`src/rtl/uart_pkg.sv`:
```
// Shared definitions for the UART receive path: frame geometry, receiver FSM
// encoding and counter sizing.
package uart_pkg;

  localparam int UART_DATA_BITS       = 8;
  localparam int DEFAULT_CLKS_PER_BIT = 868;

  typedef logic [1:0] rx_state_t;

  localparam rx_state_t ST_IDLE  = 2'd0;
  localparam rx_state_t ST_START = 2'd1;
  localparam rx_state_t ST_DATA  = 2'd2;
  localparam rx_state_t ST_STOP  = 2'd3;

  function automatic int baud_cnt_width(input int clks_per_bit);
    return (clks_per_bit <= 2) ? 1 : $clog2(clks_per_bit);
  endfunction

endpackage

```
`src/rtl/sync_fifo.sv`:
```
// Registered first-word-fall-through FIFO; the head entry is always visible on
// o_rd_data, and a push into a full FIFO is dropped unless a pop frees a slot.
module sync_fifo #(
  parameter int WIDTH = 8,
  parameter int DEPTH = 4
) (
  input  logic                     i_clk,
  input  logic                     i_reset,
  input  logic                     i_push,
  input  logic [WIDTH-1:0]         i_wr_data,
  input  logic                     i_pop,
  output logic [WIDTH-1:0]         o_rd_data,
  output logic                     o_full,
  output logic                     o_empty,
  output logic [$clog2(DEPTH):0]   o_count
);

  localparam int AW = $clog2(DEPTH);

  logic [WIDTH-1:0] mem_q [DEPTH];
  logic [AW-1:0]    wr_ptr_q;
  logic [AW-1:0]    rd_ptr_q;
  logic [AW:0]      count_q;
  logic [AW:0]      count_d;
  logic             push_ok;
  logic             pop_ok;

  assign o_full   = (count_q == (AW+1)'(DEPTH));
  assign o_empty  = (count_q == '0);
  assign pop_ok   = i_pop && !o_empty;
  assign push_ok  = i_push && (!o_full || pop_ok);
  assign count_d  = count_q + (AW+1)'(push_ok) - (AW+1)'(pop_ok);
  assign o_count  = count_q;
  // Empty slots may hold stale bytes, so the head is forced to zero when empty.
  assign o_rd_data = o_empty ? '0 : mem_q[rd_ptr_q];

  always_ff @(posedge i_clk) begin
    if (i_reset) begin
      wr_ptr_q <= '0;
      rd_ptr_q <= '0;
      count_q  <= '0;
    end else begin
      if (push_ok) wr_ptr_q <= wr_ptr_q + AW'(1);
      if (pop_ok)  rd_ptr_q <= rd_ptr_q + AW'(1);
      count_q <= count_d;
    end
  end

  // NOTE: storage is deliberately not reset; only pointers and count define
  // validity, which keeps the array a plain RAM without a reset fan-out.
  always_ff @(posedge i_clk) begin
    if (push_ok) mem_q[wr_ptr_q] <= i_wr_data;
  end

endmodule

```
`src/rtl/uart_rx_monitor.sv`:
```
// 8N1 UART receiver: synchronises the serial line, deserialises frames at
// mid-bit, buffers bytes in a FIFO and keeps sticky framing/overflow status.
module uart_rx_monitor
  import uart_pkg::*;
#(
  parameter int CLKS_PER_BIT = DEFAULT_CLKS_PER_BIT,
  parameter int FIFO_DEPTH   = 4
) (
  input  logic                      i_clk,
  input  logic                      i_reset,
  input  logic                      i_rx,
  output logic [UART_DATA_BITS-1:0] o_data,
  output logic                      o_valid,
  input  logic                      i_ready,
  output logic                      o_frame_err,
  output logic                      o_overflow,
  input  logic                      i_clr_status
);

  localparam int CW = baud_cnt_width(CLKS_PER_BIT);

  localparam logic [CW-1:0] HALF_LOAD = CW'(CLKS_PER_BIT / 2 - 1);
  localparam logic [CW-1:0] FULL_LOAD = CW'(CLKS_PER_BIT - 1);
  localparam logic [2:0]    LAST_IDX  = 3'(UART_DATA_BITS - 1);

  logic [1:0]                sync_q;
  logic                      rx_s;
  rx_state_t                 state_q, state_d;
  logic [CW-1:0]             cnt_q, cnt_d;
  logic [2:0]                idx_q, idx_d;
  logic [UART_DATA_BITS-1:0] shift_q, shift_d;
  logic                      wait_high_q, wait_high_d;
  logic                      frame_err_q, frame_err_d;
  logic                      overflow_q, overflow_d;
  logic                      push;
  logic                      frame_bad;
  logic                      pop;
  logic                      drop;
  logic                      fifo_full;
  logic                      fifo_empty;
  logic [$clog2(FIFO_DEPTH):0] unused_fifo_count;

  assign rx_s = sync_q[1];

  // NOTE: every always_comb output takes its hold value first so no path
  // through the case statement can leave a signal unassigned (no latches).
  always_comb begin
    state_d     = state_q;
    cnt_d       = cnt_q;
    idx_d       = idx_q;
    shift_d     = shift_q;
    wait_high_d = wait_high_q;
    push        = 1'b0;
    frame_bad   = 1'b0;
    unique case (state_q)
      ST_IDLE: begin
        if (wait_high_q) begin
          if (rx_s) wait_high_d = 1'b0;
        end else if (!rx_s) begin
          cnt_d   = HALF_LOAD;
          state_d = ST_START;
        end
      end
      ST_START: begin
        if (cnt_q != '0) begin
          cnt_d = cnt_q - CW'(1);
        end else if (rx_s) begin
          state_d = ST_IDLE;
        end else begin
          cnt_d   = FULL_LOAD;
          idx_d   = '0;
          state_d = ST_DATA;
        end
      end
      ST_DATA: begin
        if (cnt_q != '0) begin
          cnt_d = cnt_q - CW'(1);
        end else begin
          shift_d[idx_q] = rx_s;
          cnt_d          = FULL_LOAD;
          if (idx_q == LAST_IDX) state_d = ST_STOP;
          else                   idx_d   = idx_q + 3'd1;
        end
      end
      ST_STOP: begin
        if (cnt_q != '0) begin
          cnt_d = cnt_q - CW'(1);
        end else begin
          // A low stop bit may be a break; stay deaf until the line idles.
          if (rx_s) push = 1'b1;
          else begin
            frame_bad   = 1'b1;
            wait_high_d = 1'b1;
          end
          state_d = ST_IDLE;
        end
      end
      default: state_d = ST_IDLE;
    endcase
  end

  assign pop  = o_valid && i_ready;
  assign drop = push && fifo_full && !pop;

  assign frame_err_d = frame_bad ? 1'b1 : (i_clr_status ? 1'b0 : frame_err_q);
  assign overflow_d  = drop      ? 1'b1 : (i_clr_status ? 1'b0 : overflow_q);

  // NOTE: state registers use non-blocking assignments so every flop samples
  // pre-edge values regardless of statement order.
  always_ff @(posedge i_clk) begin
    if (i_reset) begin
      sync_q      <= 2'b11;
      state_q     <= ST_IDLE;
      cnt_q       <= '0;
      idx_q       <= '0;
      shift_q     <= '0;
      wait_high_q <= 1'b0;
      frame_err_q <= 1'b0;
      overflow_q  <= 1'b0;
    end else begin
      sync_q      <= {sync_q[0], i_rx};
      state_q     <= state_d;
      cnt_q       <= cnt_d;
      idx_q       <= idx_d;
      shift_q     <= shift_d;
      wait_high_q <= wait_high_d;
      frame_err_q <= frame_err_d;
      overflow_q  <= overflow_d;
    end
  end

  sync_fifo #(
    .WIDTH (UART_DATA_BITS),
    .DEPTH (FIFO_DEPTH)
  ) u_fifo (
    .i_clk     (i_clk),
    .i_reset   (i_reset),
    .i_push    (push),
    .i_wr_data (shift_q),
    .i_pop     (pop),
    .o_rd_data (o_data),
    .o_full    (fifo_full),
    .o_empty   (fifo_empty),
    .o_count   (unused_fifo_count)
  );

  assign o_valid     = !fifo_empty;
  assign o_frame_err = frame_err_q;
  assign o_overflow  = overflow_q;

endmodule

```
`config.mk`:
```
export PLATFORM = sky130hd
export DESIGN_NAME = uart_rx_monitor
export DESIGN_NICKNAME = d
export VERILOG_FILES = /design/src/rtl/uart_pkg.sv /design/src/rtl/sync_fifo.sv /design/src/rtl/uart_rx_monitor.sv
export SDC_FILE = /design/constraint.sdc
export NUM_CORES = 1
export LEC_CHECK = 0
export CAP_MARGIN = 20
export CELL_PAD_IN_SITES_DETAIL_PLACEMENT = 1
export CELL_PAD_IN_SITES_GLOBAL_PLACEMENT = 1
export CORE_UTILIZATION = 35
export DETAILED_ROUTE_END_ITERATION = 10
export PLACE_DENSITY = 0.71
export SETUP_SLACK_MARGIN = 0.4
export SLEW_MARGIN = 5
export SYNTH_ARGS = -nofsm -noshare
export SYNTH_HDL_FRONTEND = slang
export SYNTH_HIERARCHICAL = 1
export SYNTH_SLANG_ARGS = --single-unit
```
`constraint.sdc`:
```
create_clock -name i_clk -period 5.47 [get_ports i_clk]
set_input_delay 1.094 -clock i_clk [delete_from_list [all_inputs] [get_ports i_clk]]
set_output_delay 1.094 -clock i_clk [all_outputs]
set_load 0.1 [all_outputs]
```
* Word level (Yosys, flattened, before mapping)
Memory sizes are Yosys's and may differ from the RTL's. A register that Yosys moved wholly into a read port is not among the register bits. Cells that the tools add are included.
Cells by class: $add $sub $neg 6, $lt $le $gt $ge 2, eq/ne operators 16, multiplexer cells 41, bitwise operators 1, reductions and logical operators 22
Operators with widths (number):
- 2-to-1 mux 10 bit | 6
- case mux 10 bit (4 select lines) | 1
- != test 2 bit, second input constant | 10
- 2-to-1 mux 2 bit | 9
- 2-to-1 mux 1 bit | 15
- 2-to-1 mux 3 bit | 4
- nonzero test 10 bit | 1
- subtractor 10 x 1 -> 10 bit, second input constant | 1
- bitwise mux 8 bit | 1
- 2-to-1 mux 8 bit | 1
- case mux 2 bit (4 select lines) | 1
- nonzero test 2 bit | 4
- equality test 3 bit, second input constant | 2
- logical AND 1 bit | 6
- case mux 3 bit (2 select lines) | 1
- AND reduction 6 bit | 1
- AND reduction 5 bit | 1
- adder 2 x 1 -> 2 bit, second input constant | 2
- equality test 2 bit, second input constant | 2
- less-than comparator 3 x 4 -> 1 bit, second input constant | 1
- AND reduction 4 bit | 1
- adder 3 x 1 -> 3 bit | 1
- adder 3 x 1 -> 3 bit, second input constant | 1
- demux 1 bit (select 3 bit) | 1
- other kinds (12) | 14
Word-level totals: register bits 35, bits in writable memories 32, input bits 5, logic and storage cells 100, memories 1
Memory list:
- u_fifo.mem_q | words 4, bits a word 8, read ports 1, clocked after Yosys merged registers in 1, write ports 1, RTL line sync_fifo.sv:20 | logic [WIDTH-1:0] mem_q [DEPTH];

* Logic depth before layout (Yosys ltp)
Gate-level depths: netlist of run 1.
depth after elaboration 8, gate-level depth with buffers 12

* Cells and area by module
Netlist of run 1, hierarchy kept.
Modules (own cells, without submodules):
- sync_fifo | times used 1, cells an instance 99, area each 1700.4 um2
- uart_rx_monitor | times used 1, cells an instance 189, area each 1629.1 um2

* Worst setup path after synthesis of run 1
OpenSTA, ideal clock, no wires.
path kind register to output, start point register with a tool-made name, end point output port o_data[0], data arrival time 2147 ps, path slack 2229 ps, cell stages (with the launch flop) 4, cell sequence dfxtp_1 > clkbuf_1 > mux4_2 > nor2b_1
RTL lines:
- end, declared | RTL line uart_rx_monitor.sv:12 | output logic [UART_DATA_BITS-1:0] o_data,

==> flow_metrics.env, run 1 <==
export IMPL_cts_setup_buffers=0
export IMPL_synth_edf_count=32
export IMPL_die_area_um2=9910
export IMPL_ys_warn_count=6
export IMPL_synthTopCellsByCount="37 x dfxtp_1, 32 x edfxtp_1, 26 x nor2_1"
export IMPL_syn2layout_area_growth_pct=13.2
export IMPL_synth_area_leaders="edfxtp_1 29%, dfxtp_1 22%, mux4_2 5.4%, ha_1 5.3%, mux2i_1 3.6%"
export IMPL_rows=35
export IMPL_dp_cells=423
export IMPL_whs_endpoint="sync_q[1]"
export IMPL_yosysTopAreaCellShare_pct=28.9
export IMPL_power_uw=1170
export IMPL_netlist_area_um2=3330
export IMPL_crit_type="register to output port"
export IMPL_clock_sinks=69
export IMPL_grt_ovfl_total=0
export IMPL_grt_usage_pct=14.8
export IMPL_tns_ps=0
export IMPL_holdPathStages=1
export IMPL_fp_dieW_um=99.5
export IMPL_numCtsBuffers=9
export IMPL_holdBufCountCts=0
export IMPL_drtIter0Drc=87
export IMPL_timing_rr_end="u_fifo/o_count[2]"
export IMPL_finalInstanceArea_um2=3770
export IMPL_critPathRequiredTime_ps=4380
export IMPL_grt_max_degree=27
export IMPL_worst_pin_slew_ps=973
export IMPL_cp_max_fo=8
export IMPL_reg2reg_slack_ps=2240
export IMPL_maxSlewViolCount=0
export IMPL_final_cells=440
export IMPL_synthCells=288
export IMPL_synth_flop_cell="dfxtp_1"
export IMPL_hold_viol=0
export IMPL_insertion_delay_ps=340
export IMPL_cts_clk_slew_worst_paths_ps=70
export IMPL_max_freq_mhz=268
export IMPL_period_minus_slack_ps=3730
export IMPL_rr_worst_depth=12
export IMPL_setup_viol=0
export IMPL_ys_types=63
export IMPL_drtAntennaViolNets=0
export IMPL_async_flop_share_pct=0
export IMPL_fillers=1019
export IMPL_grt_pass1_vias=2300
export IMPL_p_leak_uw=0.00133
export IMPL_clockRootBuffer="clkbuf_8"
export IMPL_worstHoldStart="sync_q[0]"
export IMPL_clockBufferDepth=2
export IMPL_yosysTopAreaCell="edfxtp_1"
export IMPL_cts_tree="done"
export IMPL_cp_end_kind="output port"
export IMPL_die_height_um=99.5
export IMPL_layout_nets=326
export IMPL_antenna_found_initial=0
export IMPL_h_tree_depth=3
export IMPL_status="finished clean"
export IMPL_skew_ps=15.4
export IMPL_rr_startpoint="cnt_q[0]"
export IMPL_synth_avg_cell_area_um2=11.6
export IMPL_synth_seq_cells=69
export IMPL_routabilityCongestion=0.822
export IMPL_syn_nets=308
export IMPL_maxSlewHeadroom_pct=34.9
export IMPL_cts_resized_gates=0
export IMPL_grt_pass1_wl_um=11400
export IMPL_start_util_pct=36.0
export IMPL_core_um2=9240
export IMPL_place_hpwl_um=4790
export IMPL_detail_route_first_pass_iterations=4
export IMPL_via_count=2254
export IMPL_wl_um=6740
export IMPL_holdWs_ps=414
export IMPL_ios=16
export IMPL_drive_above_1_share_pct=13.2
export IMPL_seq_area_frac_synth_pct=51.1
export IMPL_fin_crit_sh_pct=68.2
export IMPL_antenna_cells=0
export IMPL_peakVddDrop_uv=150
export IMPL_portBuffers=15
export IMPL_vias_per_cell=5.12
export IMPL_max_cap_violations=0
export IMPL_wl_per_cell_um=15.3
export IMPL_cp_arrival_ps=2630
export IMPL_rsz0062_at_grt="no"
export IMPL_hold_path_class="register to register"
export IMPL_drcViolationCount=0
export IMPL_synth_most_common_cell="dfxtp_1"
export IMPL_placed_area_um2=3600
export IMPL_pwr_density_cell_nw_per_um2=311
export IMPL_cp_start_kind="register"
how the worst max path moves through the flow:
stage | endpoint | slack, ps
after CTS | o_data[1] | 1660
final | o_data[1] | 1740
after detailed placement | o_data[1] | 2040
after global routing | o_data[0] | 1560
after floorplan | o_data[0] | 2230
after global placement | o_data[3] | 2120
area by class of cell:
cell class | count | area [um2] | share of cell area (%)
Sequential cell | 69 | 1700 | 45.2
Multi-Input combinational cell | 191 | 1510 | 40.0
Timing Repair Buffer | 19 | 178 | 4.72
Tap cell | 129 | 161 | 4.28
Clock buffer | 12 | 135 | 3.59
Inverter | 16 | 60.1 | 1.59
Clock inverter | 4 | 26.3 | 0.697
cells by family after synthesis:
kind of cell | share of synthesized area [%]
XOR/XNOR | 0.789
buffers and inverters | 3.68
flip-flops | 51.1
multiplexers | 9.47
AND/OR/NAND/NOR | 16.5
adder cells (fa/ha/maj) | 5.86
AO/OA/AOI/OAI | 12.6
routing by layer:
layer / global-route usage [%] / share of wire (%)
met2: 24.8 / 49
met3: 3.79 / 2.6
met5: 0 / 0
met4: 5.32 / 1.3
met1: 18.6 / 47
placed cells by master (no fill, tap or decap), drive strengths merged, types with 3 or more instances in the layout:
| cell | count |
|---|---|
| nor3 | 7 |
| inv | 16 |
| a211oi | 3 |
| nor2b | 11 |
| ha | 14 |
| and2 | 6 |
| nand4 | 3 |
| dfxtp | 37 |
| mux2i | 12 |
| mux4 | 8 |
| or3 | 3 |
| clkbuf | 13 |
| nor4 | 3 |
| nand2b | 6 |
| edfxtp | 32 |
| nand3 | 6 |
| o21ai | 7 |
| nor2 | 27 |
| o41ai | 3 |
| clkinv | 3 |
| o31ai | 3 |
| a21oi | 13 |
| or2 | 3 |
| nand2 | 12 |
| clkdlybuf4s50 | 15 |
| buf | 3 |
| a31oi | 7 |
power breakdown:
part	total [uW]	switching (uW)	internal [uW]
clock	351	187	164
combinational	244	154	90.4
sequential	575	24.3	551
total	1170	366	805
sequential cells by signal, summed over array words and instances, names as in the netlist, 2 cells and up, named ones only:
| name | cells |
|---|---|
| cnt_q | 10 |
| idx_q | 3 |
| shift_q | 8 |
| sync_q | 2 |
| u_fifo/mem_q | 32 |
| u_fifo/o_count | 3 |
| u_fifo/rd_ptr_q | 2 |
| u_fifo/wr_ptr_q | 2 |
per-stage QoR:
step                util (%)  setup slack [ps]
floorplan                  -              2230
global placement        39.0              2120
CTS                     40.7              1660
global route            40.8              1560
finish                  40.8              1740
detailed placement      39.0              2040
worst max-delay path: stages, from the launching register on:
cell	delay [ps]
dfxtp_1	630
mux4_2	560
nor2b_1	150
clkdlybuf4s50_1	960
Power figures use the tool's default switching activity.
==> run 2, diff against run 1 <==
==> constraint.sdc (replaced) <==
create_clock -name i_clk -period 3.75 [get_ports i_clk]
set_input_delay 0.75 -clock i_clk [delete_from_list [all_inputs] [get_ports i_clk]]
set_output_delay 0.75 -clock i_clk [all_outputs]
set_load 0.1 [all_outputs]
==> run 2 against run 1 <==
- first-iteration DRC count grew 16%
- non-clock buffer count grew 1
- global-route usage grew 0.86 points
- core utilization grew 0.31 points
- flip-flop and latch count is the same
- sequential share of layout area shrank 0.34 points
- hold slack gained 2.3 ps
- die area is the same
- total power grew 54%
- via count grew 0.75%
- highest routed layer unchanged
==> flow_metrics.env, run 2 (synthesis gave the netlist of run 1 again) <==
export IMPL_grt_ovfl_total=0
export IMPL_regArea_um2=1700
export IMPL_worst_pin_slew_ps=966
export IMPL_max_stage_delay_ps=510
export IMPL_rr_worst_depth=12
export IMPL_crit_type="register to register"
export IMPL_via_count=2271
export IMPL_place_hpwl_um=4780
export IMPL_critPathCapture="u_fifo/o_count[2]"
export IMPL_timing_rr_end="u_fifo/o_count[2]"
export IMPL_mostFrequentLayoutCells="37 x dfxtp_1, 32 x edfxtp_1, 26 x nor2_1"
export IMPL_setup_viol=0
export IMPL_drtIter0Drc=101
export IMPL_rr_startpoint="cnt_q[0]"
export IMPL_fin_crit_sh_pct=81.4
export IMPL_clock_sinks=69
export IMPL_holdBufCountCts=0
export IMPL_cp_start_kind="register"
export IMPL_multiInputGateArea_um2=1510
export IMPL_cts_resized_gates=0
export IMPL_worstSetupStartpoint="cnt_q[0]"
export IMPL_cp_max_fo=7
export IMPL_largest_reg_flops=32
export IMPL_vias_per_cell=5.15
export IMPL_tns_ps=0
export IMPL_syn2layout_area_growth_pct=14.0
export IMPL_antenna_cells=0
export IMPL_grt_max_degree=38
export IMPL_portBuffers=15
export IMPL_h_tree_depth=3
export IMPL_core_um2=9240
export IMPL_skew_ps=12.2
export IMPL_insertion_delay_ps=340
export IMPL_fillers=1005
export IMPL_drive_above_1_share_pct=17.0
export IMPL_path_cells="inv_1 > ha_1 > or4b_4 > nor3_4 > and3_1 > or2_1 > a21bo_1 > ha_1 > fa_1 > xnor2_1 > xnor2_1 > nor2_1"
export IMPL_hold_viol=0
export IMPL_fp_dieW_um=99.5
export IMPL_antenna_found_initial=0
export IMPL_peakVddDrop_uv=243
export IMPL_cp_arrival_ps=3280
export IMPL_final_cells=441
export IMPL_critPathRequiredTime_ps=3980
export IMPL_hold_path_class="register to register"
export IMPL_die_height_um=99.5
export IMPL_grt_usage_pct=15.7
export IMPL_clockRootBuffer="clkbuf_8"
export IMPL_status="finished clean"
export IMPL_cp_end_kind="register"
export IMPL_cts_clk_slew_worst_paths_ps=80
export IMPL_crit_slowest_cell="or4b_4"
export IMPL_rows=35
export IMPL_die_area_um2=9910
export IMPL_maxSlewViolCount=0
export IMPL_clockBufferDepth=2
export IMPL_fin_ws_ps=697
export IMPL_grt_pass1_vias=2417
export IMPL_pwr_density_cell_nw_per_um2=476
export IMPL_wl_um=7010
export IMPL_wl_per_cell_um=15.9
export IMPL_start_util_pct=36.0
export IMPL_routabilityCongestion=0.838
export IMPL_final_common_cell="dfxtp_1"
export IMPL_top_regs="u_fifo/mem_q (32), cnt_q (10), shift_q (8)"
export IMPL_grt_pass1_wl_um=12100
export IMPL_max_cap_violations=0
export IMPL_rsz0062_at_grt="no"
export IMPL_top_register="u_fifo/mem_q"
export IMPL_maxSlewHeadroom_pct=35.4
export IMPL_dp_cells=423
export IMPL_numCtsBuffers=9
export IMPL_period_minus_slack_ps=3050
export IMPL_max_freq_mhz=328
export IMPL_place_ws_ps=525
export IMPL_p_leak_uw=0.00138
export IMPL_reg2reg_slack_ps=700
export IMPL_cts_setup_buffers=0
export IMPL_detail_route_first_pass_iterations=4
export IMPL_layout_nets=327
export IMPL_ios=16
export IMPL_cts_tree="done"
export IMPL_drcViolationCount=0
export IMPL_drtAntennaViolNets=0
==> run 2: cell types whose count changed in the layout (fill, tap and decap cells not counted), sizes merged <==
| cell | delta |
|---|---|
| clkdlybuf4s50 | -9 |
| clkinv | +1 |
| buf | +10 |
| clkinvlp | -1 |
==> run 2: layer usage <==
metal | routed length, um | vias to the layer above | global-route usage [%]
met5 | 0 | - | 0
met4 | 114 | 0 | 5.09
met3 | 164 | 13 | 3.37
met2 | 3550 | 29 | 27.6
met1 | 3180 | 1132 | 19.1
li1 | - | 1097 | -
==> run 2: through the flow <==
step	cell area, um2	hold WS, ps	utilization, %	power [uW]
2_1_floorplan	3330	389	-	1120
3_5_place_dp	3580	397	38.7	1200
6_report	3800	416	41.1	1810
4_1_cts	3780	419	40.9	1820
5_1_grt	3800	429	41.1	1910
3_3_place_gp	3580	399	38.7	1200
==> run 2: cell type report <==
cell class | count | share of cell area [%]
clock buffer | 12 | 4.68
clock inverter | 4 | 0.725
inverter | 16 | 1.58
sequential | 69 | 44.8
tap | 129 | 4.25
multi-input combinational | 191 | 39.7
timing repair buffer | 20 | 4.28
==> run 2: worst min path at each step <==
stage | from | to | slack, ps | cells after the start
after floorplan | sync_q[0] | sync_q[1] | 390 | 1
after global placement | sync_q[0] | sync_q[1] | 400 | 1
after detailed placement | sync_q[0] | sync_q[1] | 400 | 1
after CTS | sync_q[0] | sync_q[1] | 420 | 1
after global routing | sync_q[0] | sync_q[1] | 430 | 1
final | sync_q[0] | sync_q[1] | 420 | 1
==> run 2: critical path: cells and delay by family (launching register included) <==
family / cells / cell delay (ps)
AOI/OAI and AO/OA: 1 / 220
xor gates and xnor gates: 2 / 330
DFF: 1 / 370
buffers and inverters: 1 / 100
and+or+nand+nor: 5 / 1150
adders and majority gates: 3 / 770
==> run 2: where the power goes <==
| group | switching, uW | internal, uW | total, uW |
|---|---|---|---|
| registers | 37.2 | 803 | 840 |
| clock network | 289 | 321 | 610 |
| logic | 219 | 139 | 358 |
